[src/rtl/ro_puf_ctrl.sv]
// ro_puf_ctrl -- ring-oscillator PUF sequencer.
//
// For each response bit the controller takes one oscillator pair (A_i, B_i)
// from the latched challenge. It enables only those two oscillators, lets them
// settle, and then counts their rising edges over a fixed window of clk
// cycles. The two counts are compared to give response[i] and tie[i].
// This block is the sole driver of the oscillator enables.
//
// Ports
//   clk        system clock, rising edge
//   rst        asynchronous, active-high reset
//   start      request a new challenge (ignored while busy)
//   challenge  pair list: [6i+2:6i] = A_i, [6i+5:6i+3] = B_i
//   ro_out     raw oscillator outputs, asynchronous to clk
//   ro_en      registered per-oscillator enables (at most two high)
//   busy       high from start acceptance through the done cycle
//   done       one-cycle pulse; response/tie valid from this cycle on
//   response   bit i = (count A_i > count B_i)
//   tie        bit i = counts equal, or A_i == B_i
//
// Limitation: each oscillator is sampled by clk through a two-flop
// synchroniser followed by an edge-history flop. Edge counts are exact only
// while the oscillator period is longer than two clk periods. Faster
// oscillators alias to a lower count.

module ro_puf_ctrl #(
  parameter int RESP_BITS = 4,
  parameter int WINDOW    = 1024,
  parameter int SETTLE    = 4,
  parameter int CNT_W     = 16
) (
  input  logic                   clk,
  input  logic                   rst,
  input  logic                   start,
  input  logic [6*RESP_BITS-1:0] challenge,
  input  logic [7:0]             ro_out,
  output logic [7:0]             ro_en,
  output logic                   busy,
  output logic                   done,
  output logic [RESP_BITS-1:0]   response,
  output logic [RESP_BITS-1:0]   tie
);

  localparam int IDX_W = (RESP_BITS > 1) ? $clog2(RESP_BITS) : 1;
  localparam int TMR_W = $clog2(WINDOW + SETTLE) + 1;

  localparam logic [TMR_W-1:0] SETTLE_LAST = TMR_W'(SETTLE - 1);
  localparam logic [TMR_W-1:0] WINDOW_LAST = TMR_W'(WINDOW - 1);
  localparam logic [IDX_W-1:0] IDX_LAST    = IDX_W'(RESP_BITS - 1);
  localparam logic [CNT_W-1:0] CNT_MAX     = '1;

  typedef enum logic [2:0] {
    S_IDLE,
    S_SETTLE,
    S_MEASURE,
    S_COMPARE,
    S_DONE
  } state_t;

  // Counter increment that holds at full scale instead of wrapping.
  function automatic logic [CNT_W-1:0] sat_inc(input logic [CNT_W-1:0] v);
    return (v == CNT_MAX) ? v : v + 1'b1;
  endfunction

  // Enable mask for one pair. A degenerate pair (A == B) never runs.
  function automatic logic [7:0] pair_enable(input logic [2:0] a,
                                             input logic [2:0] b,
                                             input logic       active);
    logic [7:0] en;
    en = '0;
    if (active && (a != b)) begin
      en[a] = 1'b1;
      en[b] = 1'b1;
    end
    return en;
  endfunction

  state_t                   state_q, state_d;
  logic [IDX_W-1:0]         idx_q, idx_d;
  logic [TMR_W-1:0]         tmr_q, tmr_d;
  logic [6*RESP_BITS-1:0]   chal_q, chal_d;
  logic [CNT_W-1:0]         cnt_a_q, cnt_a_d;
  logic [CNT_W-1:0]         cnt_b_q, cnt_b_d;
  logic [RESP_BITS-1:0]     resp_q, resp_d;
  logic [RESP_BITS-1:0]     tie_q, tie_d;
  logic [7:0]               ro_en_q, ro_en_d;
  logic                     busy_q, busy_d;
  logic                     done_q, done_d;
  logic [7:0]               sync1_q, sync1_d;
  logic [7:0]               sync2_q, sync2_d;
  logic [7:0]               hist_q, hist_d;

  logic [2:0]               pair_a, pair_b;
  logic                     pair_eq;
  logic [2:0]               next_a, next_b;
  logic                     next_active;
  logic [7:0]               ro_rise;

  // Oscillator synchroniser and edge detector. This runs continuously, and
  // edges are only consumed while in MEASURE.
  always_comb begin
    sync1_d = ro_out;
    sync2_d = sync1_q;
    hist_d  = sync2_q;
    ro_rise = sync2_q & ~hist_q;
  end

  // Pair currently being processed.
  always_comb begin
    pair_a  = chal_q[int'(idx_q)*6 +: 3];
    pair_b  = chal_q[int'(idx_q)*6 + 3 +: 3];
    pair_eq = (pair_a == pair_b);
  end

  // Sequencer next-state logic.
  always_comb begin
    state_d = state_q;
    idx_d   = idx_q;
    tmr_d   = tmr_q;
    chal_d  = chal_q;
    cnt_a_d = cnt_a_q;
    cnt_b_d = cnt_b_q;
    resp_d  = resp_q;
    tie_d   = tie_q;

    unique case (state_q)
      S_IDLE: begin
        // busy_q is still high during the done cycle, so a start that
        // coincides with done is ignored.
        if (start && !busy_q) begin
          chal_d  = challenge;
          resp_d  = '0;
          tie_d   = '0;
          idx_d   = '0;
          tmr_d   = '0;
          cnt_a_d = '0;
          cnt_b_d = '0;
          state_d = S_SETTLE;
        end
      end

      S_SETTLE: begin
        cnt_a_d = '0;
        cnt_b_d = '0;
        if (pair_eq) begin
          // Nothing to measure; spend a single cycle here and go compare.
          tmr_d   = '0;
          state_d = S_COMPARE;
        end else if (tmr_q == SETTLE_LAST) begin
          tmr_d   = '0;
          state_d = S_MEASURE;
        end else begin
          tmr_d = tmr_q + 1'b1;
        end
      end

      S_MEASURE: begin
        if (ro_rise[pair_a]) cnt_a_d = sat_inc(cnt_a_q);
        if (ro_rise[pair_b]) cnt_b_d = sat_inc(cnt_b_q);
        if (tmr_q == WINDOW_LAST) begin
          tmr_d   = '0;
          state_d = S_COMPARE;
        end else begin
          tmr_d = tmr_q + 1'b1;
        end
      end

      S_COMPARE: begin
        resp_d[idx_q] = !pair_eq && (cnt_a_q > cnt_b_q);
        tie_d[idx_q]  = pair_eq || (cnt_a_q == cnt_b_q);
        cnt_a_d       = '0;
        cnt_b_d       = '0;
        tmr_d         = '0;
        if (idx_q == IDX_LAST) begin
          state_d = S_DONE;
        end else begin
          idx_d   = idx_q + 1'b1;
          state_d = S_SETTLE;
        end
      end

      S_DONE: begin
        state_d = S_IDLE;
      end

      default: begin
        state_d = S_IDLE;
      end
    endcase
  end

  // Registered outputs. The enables are computed from the next state and the
  // next pair, so they switch on the same edge as the state they belong to.
  // done is registered one cycle behind the DONE state, and busy is stretched
  // by one cycle so that it still covers that cycle.
  always_comb begin
    next_a      = chal_d[int'(idx_d)*6 +: 3];
    next_b      = chal_d[int'(idx_d)*6 + 3 +: 3];
    next_active = (state_d == S_SETTLE) || (state_d == S_MEASURE);
    ro_en_d     = pair_enable(next_a, next_b, next_active);
    busy_d      = (state_d != S_IDLE) || (state_q == S_DONE);
    done_d      = (state_q == S_DONE);
  end

  always_ff @(posedge clk or posedge rst) begin
    if (rst) begin
      state_q <= S_IDLE;
      idx_q   <= '0;
      tmr_q   <= '0;
      chal_q  <= '0;
      cnt_a_q <= '0;
      cnt_b_q <= '0;
      resp_q  <= '0;
      tie_q   <= '0;
      ro_en_q <= '0;
      busy_q  <= 1'b0;
      done_q  <= 1'b0;
      sync1_q <= '0;
      sync2_q <= '0;
      hist_q  <= '0;
    end else begin
      state_q <= state_d;
      idx_q   <= idx_d;
      tmr_q   <= tmr_d;
      chal_q  <= chal_d;
      cnt_a_q <= cnt_a_d;
      cnt_b_q <= cnt_b_d;
      resp_q  <= resp_d;
      tie_q   <= tie_d;
      ro_en_q <= ro_en_d;
      busy_q  <= busy_d;
      done_q  <= done_d;
      sync1_q <= sync1_d;
      sync2_q <= sync2_d;
      hist_q  <= hist_d;
    end
  end

  assign ro_en    = ro_en_q;
  assign busy     = busy_q;
  assign done     = done_q;
  assign response = resp_q;
  assign tie      = tie_q;

endmodule

[config.mk]
export PLATFORM = sky130hd
export DESIGN_NAME = ro_puf_ctrl
export DESIGN_NICKNAME = d
export VERILOG_FILES = /design/src/rtl/ro_puf_ctrl.sv
export SDC_FILE = /design/constraint.sdc
export NUM_CORES = 1
export LEC_CHECK = 0
export ABC_CLOCK_PERIOD_IN_PS = 6100
export BUFFER_PORTS_ARGS = -buffer_cell sky130_fd_sc_hd__buf_2
export CAP_MARGIN = 10
export CELL_PAD_IN_SITES_DETAIL_PLACEMENT = 1
export CELL_PAD_IN_SITES_GLOBAL_PLACEMENT = 2
export CORE_UTILIZATION = 42
export CTS_CLUSTER_DIAMETER = 200
export DETAILED_ROUTE_END_ITERATION = 8
export GPL_TIMING_DRIVEN = 0
export PLACE_DENSITY_LB_ADDON = 0.1
export SYNTH_ARGS = -nofsm -noshare
export SYNTH_HDL_FRONTEND = slang
export SYNTH_SLANG_ARGS = --single-unit
export TNS_END_PERCENT = 20
[constraint.sdc]
create_clock -name clk -period 6.1 [get_ports clk]
set_input_delay 0.915 -clock clk [delete_from_list [all_inputs] [get_ports clk]]
set_output_delay 0.915 -clock clk [all_outputs]
set_load 0.05 [all_outputs]
* Word-level counts from Yosys, hierarchy flattened *
Cells that the tools add are included.
Widths: inputs -> output; s select.

storage, ports and cells
  logic and storage cells = 117
  output and inout port bits = 18
  input bits = 35
  register bits after elaboration = 115

operators by class
  eq/ne operators = 19
  multiplexer cells = 39
  shift operators = 4
  add/sub/neg operators = 6
  reductions and logical operators = 21
  magnitude comparators = 9
  multipliers = 2
  bitwise logic cells = 3

operator list
  operator               count
  $pmux 16 s3            2
  $mux 16                5
  $shiftx 24x32->3       2
  $mux 12                4
  $mux 24                2
  $pmux 12 s4            1
  $shiftx 24x7->3        2
  $add 16x1->16 const B  2
  $eq 16x16->1 const B   2
  $eq 16x16->1           1
  $gt 16x16->1           1
  $lt 3x4->1 const B     4
  $pmux 4 s2             2
  $mux 3                 5
  $add 12x1->12 const B  1
  $add 5x2->6 const B    2
  $eq 12x10->1 const B   1
  $eq 12x2->1 const B    1
  $pmux 3 s4             1
  $ne 2x2->1 const B     5
  $eq 3x2->1 const B     3
  $and 8x8->8            1
  $bwmux 4               2
  $mul 2x2->4 const B    2
  29 further kinds       49

* Logic depth before layout (Yosys ltp) *
Gate-level depths: netlist of run 1.

  word-level depth = 13
  depth in mapped cells = 10
  gate-level depth less buffers = 10

* Worst setup path after synthesis of run 1 *
OpenSTA, ideal clock, no wires.

  kind = input -> register
  start = input port start
  end = register ro_en_q[0], in the netlist ro_en[0]
  cell stages on the path = 8
  arrival time = 2836 ps
  setup slack = 3131 ps
  data required time = 5967 ps
  path through = nor4b_1 and2_1 mux2_2 mux2_2 mux2i_1 xnor2_1 o31ai_4 nor2_1

RTL lines
  item                                                            RTL line  text
  start, declared                                                 34        input logic start,
  $logic_and 1x1->1 *                                             130       if (start && !busy_q) begin
  $mux 24 *                                                       130
  $mux 24 *                                                       126       unique case (state_q)
  net chal_d[5]                                                   81        logic [6*RESP_BITS-1:0] chal_q, chal_d;
  $shiftx 24x32->3 or $shiftx 24x7->3 (tied branches)             197, 198
  $lt 3x4->1 (implied by the code), or another cell as far along  72        en[a] = 1'b1;
  $logic_and 1x1->1, on equally long branches                     72, 73
  $mux 1, on equally long branches                                72, 73
  $demux 1 s3, on equally long branches                           72, 73
  $or 8x8->8 (no source line)                                     -
  $mux 8 *                                                        71        if (active && (a != b)) begin
  net ro_en_d[0]                                                  86        logic [7:0] ro_en_q, ro_en_d;
  end signal, assigned                                            230       ro_en_q <= ro_en_d;
  end, declared                                                   86

The timed path passes the listed nets; every way through them passes the cells marked *.
A chain may end at the register's enable or synchronous reset.

* Final worst setup path of run 1 *
  start = register state_q[0]
  end = register ro_en_q[0], in the netlist ro_en[0]

between the ends
  word-level cells in the longest chain between the ends = 11

RTL lines
  item                                                            RTL line  text
  start, declared                                                 78        state_t state_q, state_d;
  start signal, assigned                                          222       state_q <= state_d;
  $eq 3x2->1 or $logic_not 3->1 (tied branches)                   126
  $pmux 2 s2                                                      126
  $mul 2x2->4                                                     197, 198
  $add 5x2->6                                                     198       next_b = chal_d[int'(idx_d)*6 + 3 +: 3];
  $shiftx 24x7->3                                                 198
  $lt 3x4->1 (implied by the code) or $ge 3x1->1 (tied branches)  73        en[b] = 1'b1;
  $logic_and 1x1->1 (implied by the code)                         73
  $mux 1 (implied by the code)                                    73
  $demux 1 s3                                                     73
  $or 8x8->8 (no source line)                                     -
  $mux 8 *                                                        71
  net ro_en_d[0]                                                  86

Marked as above.

==> impl_metrics.toml, run 1 <==
[status]
status = "finished, final reports clean"

[routing]
drt_first_pass_iters = 4
ant_nets = 0
wl_mm = 14.79
route.detailed.drc = 0
post_drt_wl_per_cell_um = 17.65
vias = 4402
drt-initial-drc-count = 166
vias_per_cell = 5.253

[clock_tree]
cts.sinks = 115
numCtsBuffers = 17
cts_buffer_depth = 2
cts_resized = 0
cts_max_level = 4
cts_hold_buffers = 0
clk_pin_slew_worst_paths_ps = 70
clock_latency_ps = 430
clock-root-buffer = "clkbuf_16"
post_cts_buffers = 0
cts_tree = "done"

[placement]
portBuffers = 52
hpwl_mm = 10.75
preCtsSetupSlack_ps = 2403
place_congestion = 0.7769

[critical_path]
crit_fanout = 10
crit_path_end_kind = "register"
worst_ep_arrival_time_ps = 3490
crit_start = "state_q[0]"
cp_slowest_cell = "o21ai_1"
regToRegStartpoint = "state_q[0]"
worstPathRequired_ps = 6390
cp-endpoint = "ro_en[0]"
r2r_end = "ro_en[0]"
critPathMaxStageDelay_ps = 520
startpoint_type = "register"
reg2reg_depth = 9
path_cells = "buf_2 > nor4b_1 > nand2_1 > nand3_1 > mux2_2 > o21ai_1 > xor2_1 > o31ai_4 > nor2_1"
r2r_slack_ps = 2910
critPathKind = "reg -> reg"

[floorplan]
die_w_um = 120.1
coreArea_sq_um = 13400
design.portCount = 53
initial_core_util = 0.4373
num_rows = 42
die_h_um = 120.1
fp.dieArea_sq_um = 14430

[flow_run]
drv_cap = 0

[pwr]
power.density_nw_per_um2 = 528.4
irDropWorstVdd_v = 0.0002634
cellLeakagePower_nw = 3.271
power_w = 0.003686

[global_route]
grt_pass1_wl_mm = 25.31
overflow = 0
antenna_found_initial = 0
grt_max_degree = 72
track_usage = 0.2309
grt_pass1_vias = 4820

[sta]
grt_setup_unrepaired = "no"
hold_viol_final = 0
fin_crit_ps = 3195
slew_viol_final = 0
fmax_ghz = 0.3130
setup_viol = 0
tns_ps = 0
slew_headroom = 0.4352
fin_crit_sh = 0.5237
finClkSkew_ps = 9.648
fin_ws_ps = 2905
whs_ps = 349.3
worst_slew_pin_slew_ps = 845.5

[logic_synthesis]
synth_seq_cells = 115
ys.flop_type = "dfrtp_1"
synth.avg_cell_area_sq_um = 10.15
async_flop_share = 1.000
seq_area_frac_synth = 0.4911
yosysUniqueCellTypes = 62
synth_nets = 632
synth_edf_count = 0
synthesis.area_sq_um = 5859
ys_warn_count = 0
syn_inst = 577

[final_layout]
areaGrowthSynthToFinish_pct = 19.07
num_antenna_cells = 0
drive_gt1_frac = 0.1888
final_nets = 704

[hold_path]
min_path_type = "reg -> reg"
[sequential cells by signal (all words and copies together), names as in the netlist]
signal    flops
chal_q       24
cnt_a_q      16
cnt_b_q      16
tmr_q        12
hist_d        8
hist_q        8
ro_en         8
sync1_q       8
response      4
tie           4
state_q       3
idx_q         2
busy          1
done          1
[metrics by stage]
stage / instance area [sq um] / util / instances
after detailed placement: 6372 / 0.4755 / 806
after CTS: 6977 / 0.5206 / 838
final: 6977 / 0.5206 / 838
after floorplan: 5859 / - / 577
after global placement: 6340 / 0.4731 / 805
after global routing: 6977 / 0.5206 / 838
[power breakdown]
part | internal, W | total [W] | switching [W]
Clock | 0.000555 | 0.00101 | 0.000450
Combinational | 0.000600 | 0.00165 | 0.00105
Sequential | 0.000915 | 0.00103 | 0.000116
Total | 0.00207 | 0.00369 | 0.00162
[per-layer routing]
metal | global-route usage | routed length (um) | up-vias
met1 | 0.2869 | 6585 | 2167
met5 | 0 | 0 | -
met4 | 0.08516 | 218 | 0
met3 | 0.04420 | 444 | 20
li1 | - | - | 2136
met2 | 0.3966 | 7544 | 79
[placed cells by master (no fill, tap or decap), drive strengths merged, types with 14 or more instances in the layout]
master,instances
buf,61
clkbuf,22
dfrtp,115
ha,20
inv,39
mux2i,15
nand2,103
nand3,24
nand4,14
nor2,67
o21ai,20
xnor2,25
[worst max-delay path, delay by kind of cell, from the launching register on]
family / cells / cell delay [ps]
muxes: 1 / 390
DFF: 1 / 350
buffers and inverters: 1 / 180
and+or+nand+nor: 4 / 1040
AOI/OAI and AO/OA: 2 / 900
xor gates and xnor gates: 1 / 200
[worst min path at each step]
stage / startpoint / end / cells after the start
floorplan: sync1_q[0] / hist_d[0] / 0
global placement: sync1_q[4] / hist_d[4] / 0
detailed placement: sync1_q[6] / hist_d[6] / 0
CTS: sync1_q[6] / hist_d[6] / 0
global route: sync1_q[4] / hist_d[4] / 0
finish: sync1_q[6] / hist_d[6] / 0
[logic make-up after synthesis]
logic type	count (synthesis)	synth area share
AND/OR/NAND/NOR	259	0.2091
flip-flops	115	0.4911
multiplexers	36	0.08776
XOR/XNOR	37	0.05531
AO/OA/AOI/OAI	66	0.07923
buffers and inverters	44	0.03481
adder cells (fa/ha/maj)	20	0.04271
[cells in the mapped netlist (4+ instances only)]
master / count / area share
xnor2_1: 25 / 0.037
nand3_1: 24 / 0.021
nor3_1: 10 / 0.0085
mux4_2: 6 / 0.023
clkbuf_1: 5 / 0.0032
mux4_1: 4 / 0.018
dfrtp_1: 115 / 0.49
and2_1: 4 / 0.0043
nand2_1: 103 / 0.066
nand4_1: 14 / 0.015
a21oi_1: 12 / 0.010
mux2i_1: 15 / 0.026
inv_1: 29 / 0.019
a21o_1: 5 / 0.0064
nand2b_1: 4 / 0.0043
nor2_1: 64 / 0.041
o21ai_0: 15 / 0.013
ha_1: 20 / 0.043
nor2b_1: 11 / 0.012
mux2_2: 11 / 0.021
xor2_1: 12 / 0.018
[area by class of cell]
type / instances / area, sq um
Timing Repair Buffer: 53 / 287.8
Inverter: 29 / 113.9
Clock inverter: 15 / 178.9
Fill cell: 1534 / 6424
Buffer: 15 / 95.09
Tap cell: 176 / 220.2
Multi-Input combinational cell: 418 / 2778
Sequential cell: 115 / 2878
Clock buffer: 17 / 425.4
(Power assumes the default switching activity.)
==> run 2, diff against run 1 <==
ABC_CLOCK_PERIOD_IN_PS = 3050   (was 6100)
CORE_UTILIZATION = 39   (was 42)
clock period = 3.05 ns   (was 6.1 ns; I/O delays follow)
==> run 2 against run 1 <==
Total power rose by 100%. Worst setup slack got worse by 2800 ps. Worst hold slack got worse by 300 ps. Cell area rose by 1.1%. Count of clock-buffer cells in the layout did not move. Clock power rose by 94%. Routed wire length fell by 0.48%. Largest cell class unchanged.
==> impl_metrics.toml, run 2 (synthesized netlist as in run 1, its figures left out) <==
[critical_path]
worstPathRequired_ps = 3350
startpoint_type = "register"
worst_ep_arrival_time_ps = 3280
crit_start = "idx_q[0]"
crit_fanout = 9
critPathKind = "reg -> reg"
crit_path_end_kind = "register"
regToRegStartpoint = "idx_q[0]"
reg2reg_depth = 10
r2r_slack_ps = 70
r2r_end = "cnt_a_q[13]"
cp-endpoint = "cnt_a_q[13]"

[final_layout]
seq_area_sq_um = 2878
drive_gt1_frac = 0.2018
layout_common_cells = "115 x dfrtp_1, 103 x nand2_1, 64 x nor2_1"
design_area_sq_um = 7053
reg_top3 = "chal_q (24), cnt_a_q (16), cnt_b_q (16)"
nFillCells = 1640
multiInputGateArea_sq_um = 2835
top_register = "chal_q"
final_util = 0.4834
final_nets = 706
num_antenna_cells = 0
final_common_cell = "dfrtp_1"
areaGrowthSynthToFinish_pct = 20.37
largest_reg_flops = 24

[clock_tree]
cts.sinks = 115
cts_max_level = 4
numCtsBuffers = 17
clock_latency_ps = 430
cts_buffer_depth = 2
clock-root-buffer = "clkbuf_16"
cts_tree = "done"
cts_hold_buffers = 0
post_cts_buffers = 0
clk_pin_slew_worst_paths_ps = 60

[floorplan]
initial_core_util = 0.4016
die_h_um = 124.6
num_rows = 44
die_w_um = 124.6
fp.dieArea_sq_um = 15520
coreArea_sq_um = 14590
design.portCount = 53

[routing]
wl_met1_mm = 6.551
drt-initial-drc-count = 120
wl_mm = 14.72
vias = 4407
vias_per_cell = 5.197
route.detailed.drc = 0
met2_length_mm = 7.586
dr_wl_met3_um = 356
ant_nets = 0
top_layer = "met4"
drt_first_pass_iters = 4
post_drt_wl_per_cell_um = 17.36

[placement]
place_congestion = 0.7640
preCtsSetupSlack_ps = -244.6
dpl_cell_area_sq_um = 6414
portBuffers = 52
hpwl_mm = 10.89

[hold_path]
min_path_type = "in -> async"

[flow_run]
drv_cap = 0

[sta]
slew_headroom = 0.4108
fmax_ghz = 0.3360
finClkSkew_ps = 9.511
setup_viol = 0
slew_viol_final = 0
hold_viol_final = 0
fin_ws_ps = 73.96
worst_slew_pin_slew_ps = 881.9
fin_crit_ps = 2976
grt_setup_unrepaired = "yes"
fin_crit_sh = 0.9758

[global_route]
grt_max_degree = 39
track_usage = 0.2097
overflow = 0
grt_pass1_vias = 4832
antenna_found_initial = 0
grt_pass1_wl_mm = 25.32

[pwr]
power_w = 0.007447
irDropWorstVdd_v = 0.0006048
power.density_nw_per_um2 = 1056
cellLeakagePower_nw = 3.286

[status]
status = "finished, final reports clean"
==> run 2: cell count changes in the layout (fill, tap and decap cells not counted), moves of 2 or more <==
| cell | change |
|---|---|
| clkinv_8 | -3 |
| o21ai_4 | +3 |
| buf_12 | +3 |
| clkinvlp_4 | +2 |
| o21ai_1 | -2 |
==> run 2: metrics by stage <==
step / std cells / setup TNS [ps] / hold WS (ps)
6_report: 848 / 0 / 49.65
5_1_grt: 848 / -212.6 / 74.79
4_1_cts: 848 / 0 / 53.87
3_5_place_dp: 816 / -1840 / 336.3
3_3_place_gp: 813 / -931.9 / 333.8
2_1_floorplan: 577 / 0 / 331.2
==> run 2: metal layers <==
layer	vias up	track usage
met2	53	0.3572
met5	-	0
met1	2198	0.2592
li1	2138	-
met3	18	0.04038
met4	0	0.08717
==> run 2: worst min-delay path by stage <==
stage	from	endpoint	slack (ps)
floorplan	sync1_q[0]	hist_d[0]	330
global placement	sync1_q[4]	hist_d[4]	330
detailed placement	sync1_q[6]	hist_d[6]	340
CTS	rst	response[2]	50
global route	rst	hist_q[2]	70
finish	rst	hist_q[2]	50
==> run 2: area by class of cell <==
cell class	instances	share of cell area
sequential	115	0.4080
inverter	29	0.01597
clock buffer	17	0.06032
multi-input combinational	418	0.4020
timing repair buffer	55	0.04541
tap	184	0.03264
clock inverter	15	0.02200
buffer	15	0.01366
==> run 2: repair_timing <==
item,4_1_cts,5_1_grt
resized for setup,5,8
setup endpoints to repair,8,26
pin swaps,0,1
==> run 2: power by group <==
group	internal (W)	switching (W)	total [W]
registers	0.00183	0.000229	0.00206
logic	0.00126	0.00216	0.00343
clock network	0.00109	0.000867	0.00196
==> run 2: worst max-delay path, stage by stage (launching register included) <==
cell and delay [ps]:
dfrtp_1 340, buf_6 130, mux4_2 590, mux4_1 370
mux2i_1 130, a311o_1 360, buf_6 150, nor4_4 350
nand4_1 180, xor2_1 180, nor2_1 60
==> run 3, diff against run 2 <==
CELL_PAD_IN_SITES_DETAIL_PLACEMENT = 0   (was 1)
==> run 3 against run 2 <==
Cell area grew 0.34%. Combinational power shrank 2%. Worst setup slack gained 81 ps. Total power shrank 0.64%. Highest routed layer unchanged. Sequential share of layout area shrank 0.14 points. Flip-flop and latch count is the same. Routed wire length shrank 7.8%.
==> impl_metrics.toml, run 3 (synthesized netlist as in run 1, its figures left out) <==
[routing]
vias = 4337
drt_first_pass_iters = 4
route.detailed.drc = 0
wl_mm = 13.58
post_drt_wl_per_cell_um = 15.96
ant_nets = 0
drt-initial-drc-count = 147
vias_per_cell = 5.096

[critical_path]
crit_fanout = 9
crit_path_end_kind = "register"
worstPathRequired_ps = 3340
critPathKind = "reg -> reg"
worst_ep_arrival_time_ps = 3190
startpoint_type = "register"

[final_layout]
final_nets = 709
num_antenna_cells = 0
areaGrowthSynthToFinish_pct = 20.78
top_register = "chal_q"
nFillCells = 1389
drive_gt1_frac = 0.2099
layout_common_cells = "115 x dfrtp_1, 103 x nand2_1, 64 x nor2_1"
final_common_cell = "dfrtp_1"
design_area_sq_um = 7077
reg_top3 = "chal_q (24), cnt_a_q (16), cnt_b_q (16)"
largest_reg_flops = 24

[clock_tree]
cts_tree = "done"
cts_max_level = 4
clock_latency_ps = 420
cts.sinks = 115
clk_pin_slew_worst_paths_ps = 70
clock-root-buffer = "clkbuf_16"
cts_hold_buffers = 0
cts_buffer_depth = 2
numCtsBuffers = 17

[global_route]
overflow = 0
track_usage = 0.1910
grt_max_degree = 39
grt_pass1_vias = 4531
antenna_found_initial = 0
grt_pass1_wl_mm = 23.24

[status]
status = "finished, final reports clean"

[floorplan]
die_w_um = 124.6
design.portCount = 53
num_rows = 44
initial_core_util = 0.4016
coreArea_sq_um = 14590
die_h_um = 124.6
fp.dieArea_sq_um = 15520

[sta]
finClkSkew_ps = 10.53
hold_viol_final = 0
slew_viol_final = 0
fin_crit_ps = 2895
worst_slew_pin_slew_ps = 835.4
setup_viol = 0
fin_crit_sh = 0.9490
slew_headroom = 0.4419
fmax_ghz = 0.3455
grt_setup_unrepaired = "yes"

[flow_run]
drv_cap = 0

[placement]
place_congestion = 0.7640
dpl_cell_area_sq_um = 6414
portBuffers = 52
hpwl_mm = 10.05

[pwr]
swShare = 0.4308
cellLeakagePower_nw = 3.297
p_comb_frac = 0.455
pwr-share-seq = 0.277
intPower_w = 0.004212
power_w = 0.007400
power.density_nw_per_um2 = 1046
clockPowerShare = 0.268
netSwitchingPower_w = 0.003188
irDropWorstVdd_v = 0.0005248

[hold_path]
min_path_type = "in -> async"
==> run 3: changes by cell type in the layout (fill, tap and decap cells not counted), moves of 2 or more <==
cell      delta
clkinv_4     -2
mux4_1       -2
mux4_2       +2
buf_4        +3
clkinv_8     +3
mux2i_2      +2
==> run 3: worst max-delay path, stage by stage (launching register included) <==
cell     delay, ps
dfrtp_1        350
buf_6          130
mux4_2         580
mux4_1         380
mux2i_2         90
a311o_1        300
buf_6          150
nor4_4         250
buf_4          180
nand4_1        130
xor2_1         180
nor2_1          50
==> run 3: power groups by stage <==
stage | Sequential [W] | Clock [W] | Combinational (W)
final | 0.00205 | 0.00198 | 0.00337
after global routing | 0.00209 | 0.00211 | 0.00371
after CTS | 0.00205 | 0.00204 | 0.00332
after detailed placement | 0.00208 | 0 | 0.00328
after global placement | 0.00207 | 0 | 0.00321
after floorplan | 0.00225 | 0 | 0.00225
==> run 3: worst paths after layout <==
check / cells after the start / slack (ps) / to / startpoint
max: 11 / 160 / cnt_a_q[13] / idx_q[0]
min: 2 / 50 / hist_q[2] / rst
max reg2reg: 11 / 160 / cnt_a_q[13] / idx_q[0]
min reg2reg: 0 / 350 / hist_d[2] / sync1_q[2]
max in group asynchronous: 4 / 2270 / chal_q[1] / rst
min in group clk: 1 / 140 / sync1_q[4] / ro_out[4]
==> run 3: area by class of cell <==
cell class	count	area, sq um	share of cell area
Inverter	29	112.6	0.01591
Tap cell	184	230.2	0.03253
Clock inverter	15	176.4	0.02493
Buffer	15	96.34	0.01361
Timing Repair Buffer	58	342.8	0.04844
Clock buffer	17	425.4	0.06011
Multi-Input combinational cell	418	2815	0.3978
Sequential cell	115	2878	0.4066
==> run 3: per-layer routing <==
| metal | vias to the layer above | part of all wire | global-route usage | wire length [um] |
|---|---|---|---|---|
| li1 | 2156 | - | - | - |
| met2 | 59 | 0.49 | 0.3188 | 6683 |
| met3 | 11 | 0.027 | 0.03909 | 368 |
| met5 | - | 0 | 0 | 0 |
| met4 | 0 | 0.0092 | 0.05599 | 125 |
| met1 | 2111 | 0.47 | 0.2496 | 6402 |
==> run 3: what timing repair did <==
| action | in CTS | in global routing |
|---|---|---|
| setup endpoints to repair | 8 | 22 |
| pin swaps | 0 | 4 |
| gates cloned | 0 | 0 |
| setup buffers | 0 | 3 |
| resized for setup | 4 | 9 |
==> run 3: stage by stage <==
stage | std cells | TNS (ps) | utilization | setup slack [ps] | hold WS [ps]
6_report | 851 | 0 | 0.4851 | 155.4 | 49.81
2_1_floorplan | 577 | 0 | - | 351.4 | 331.2
5_1_grt | 851 | -12.32 | 0.4851 | -12.32 | 75.50
3_5_place_dp | 816 | -1762 | 0.4396 | -239.4 | 334.7
3_3_place_gp | 813 | -931.9 | 0.4355 | -129.2 | 333.8
4_1_cts | 848 | 0 | 0.4820 | 9.088 | 54.09
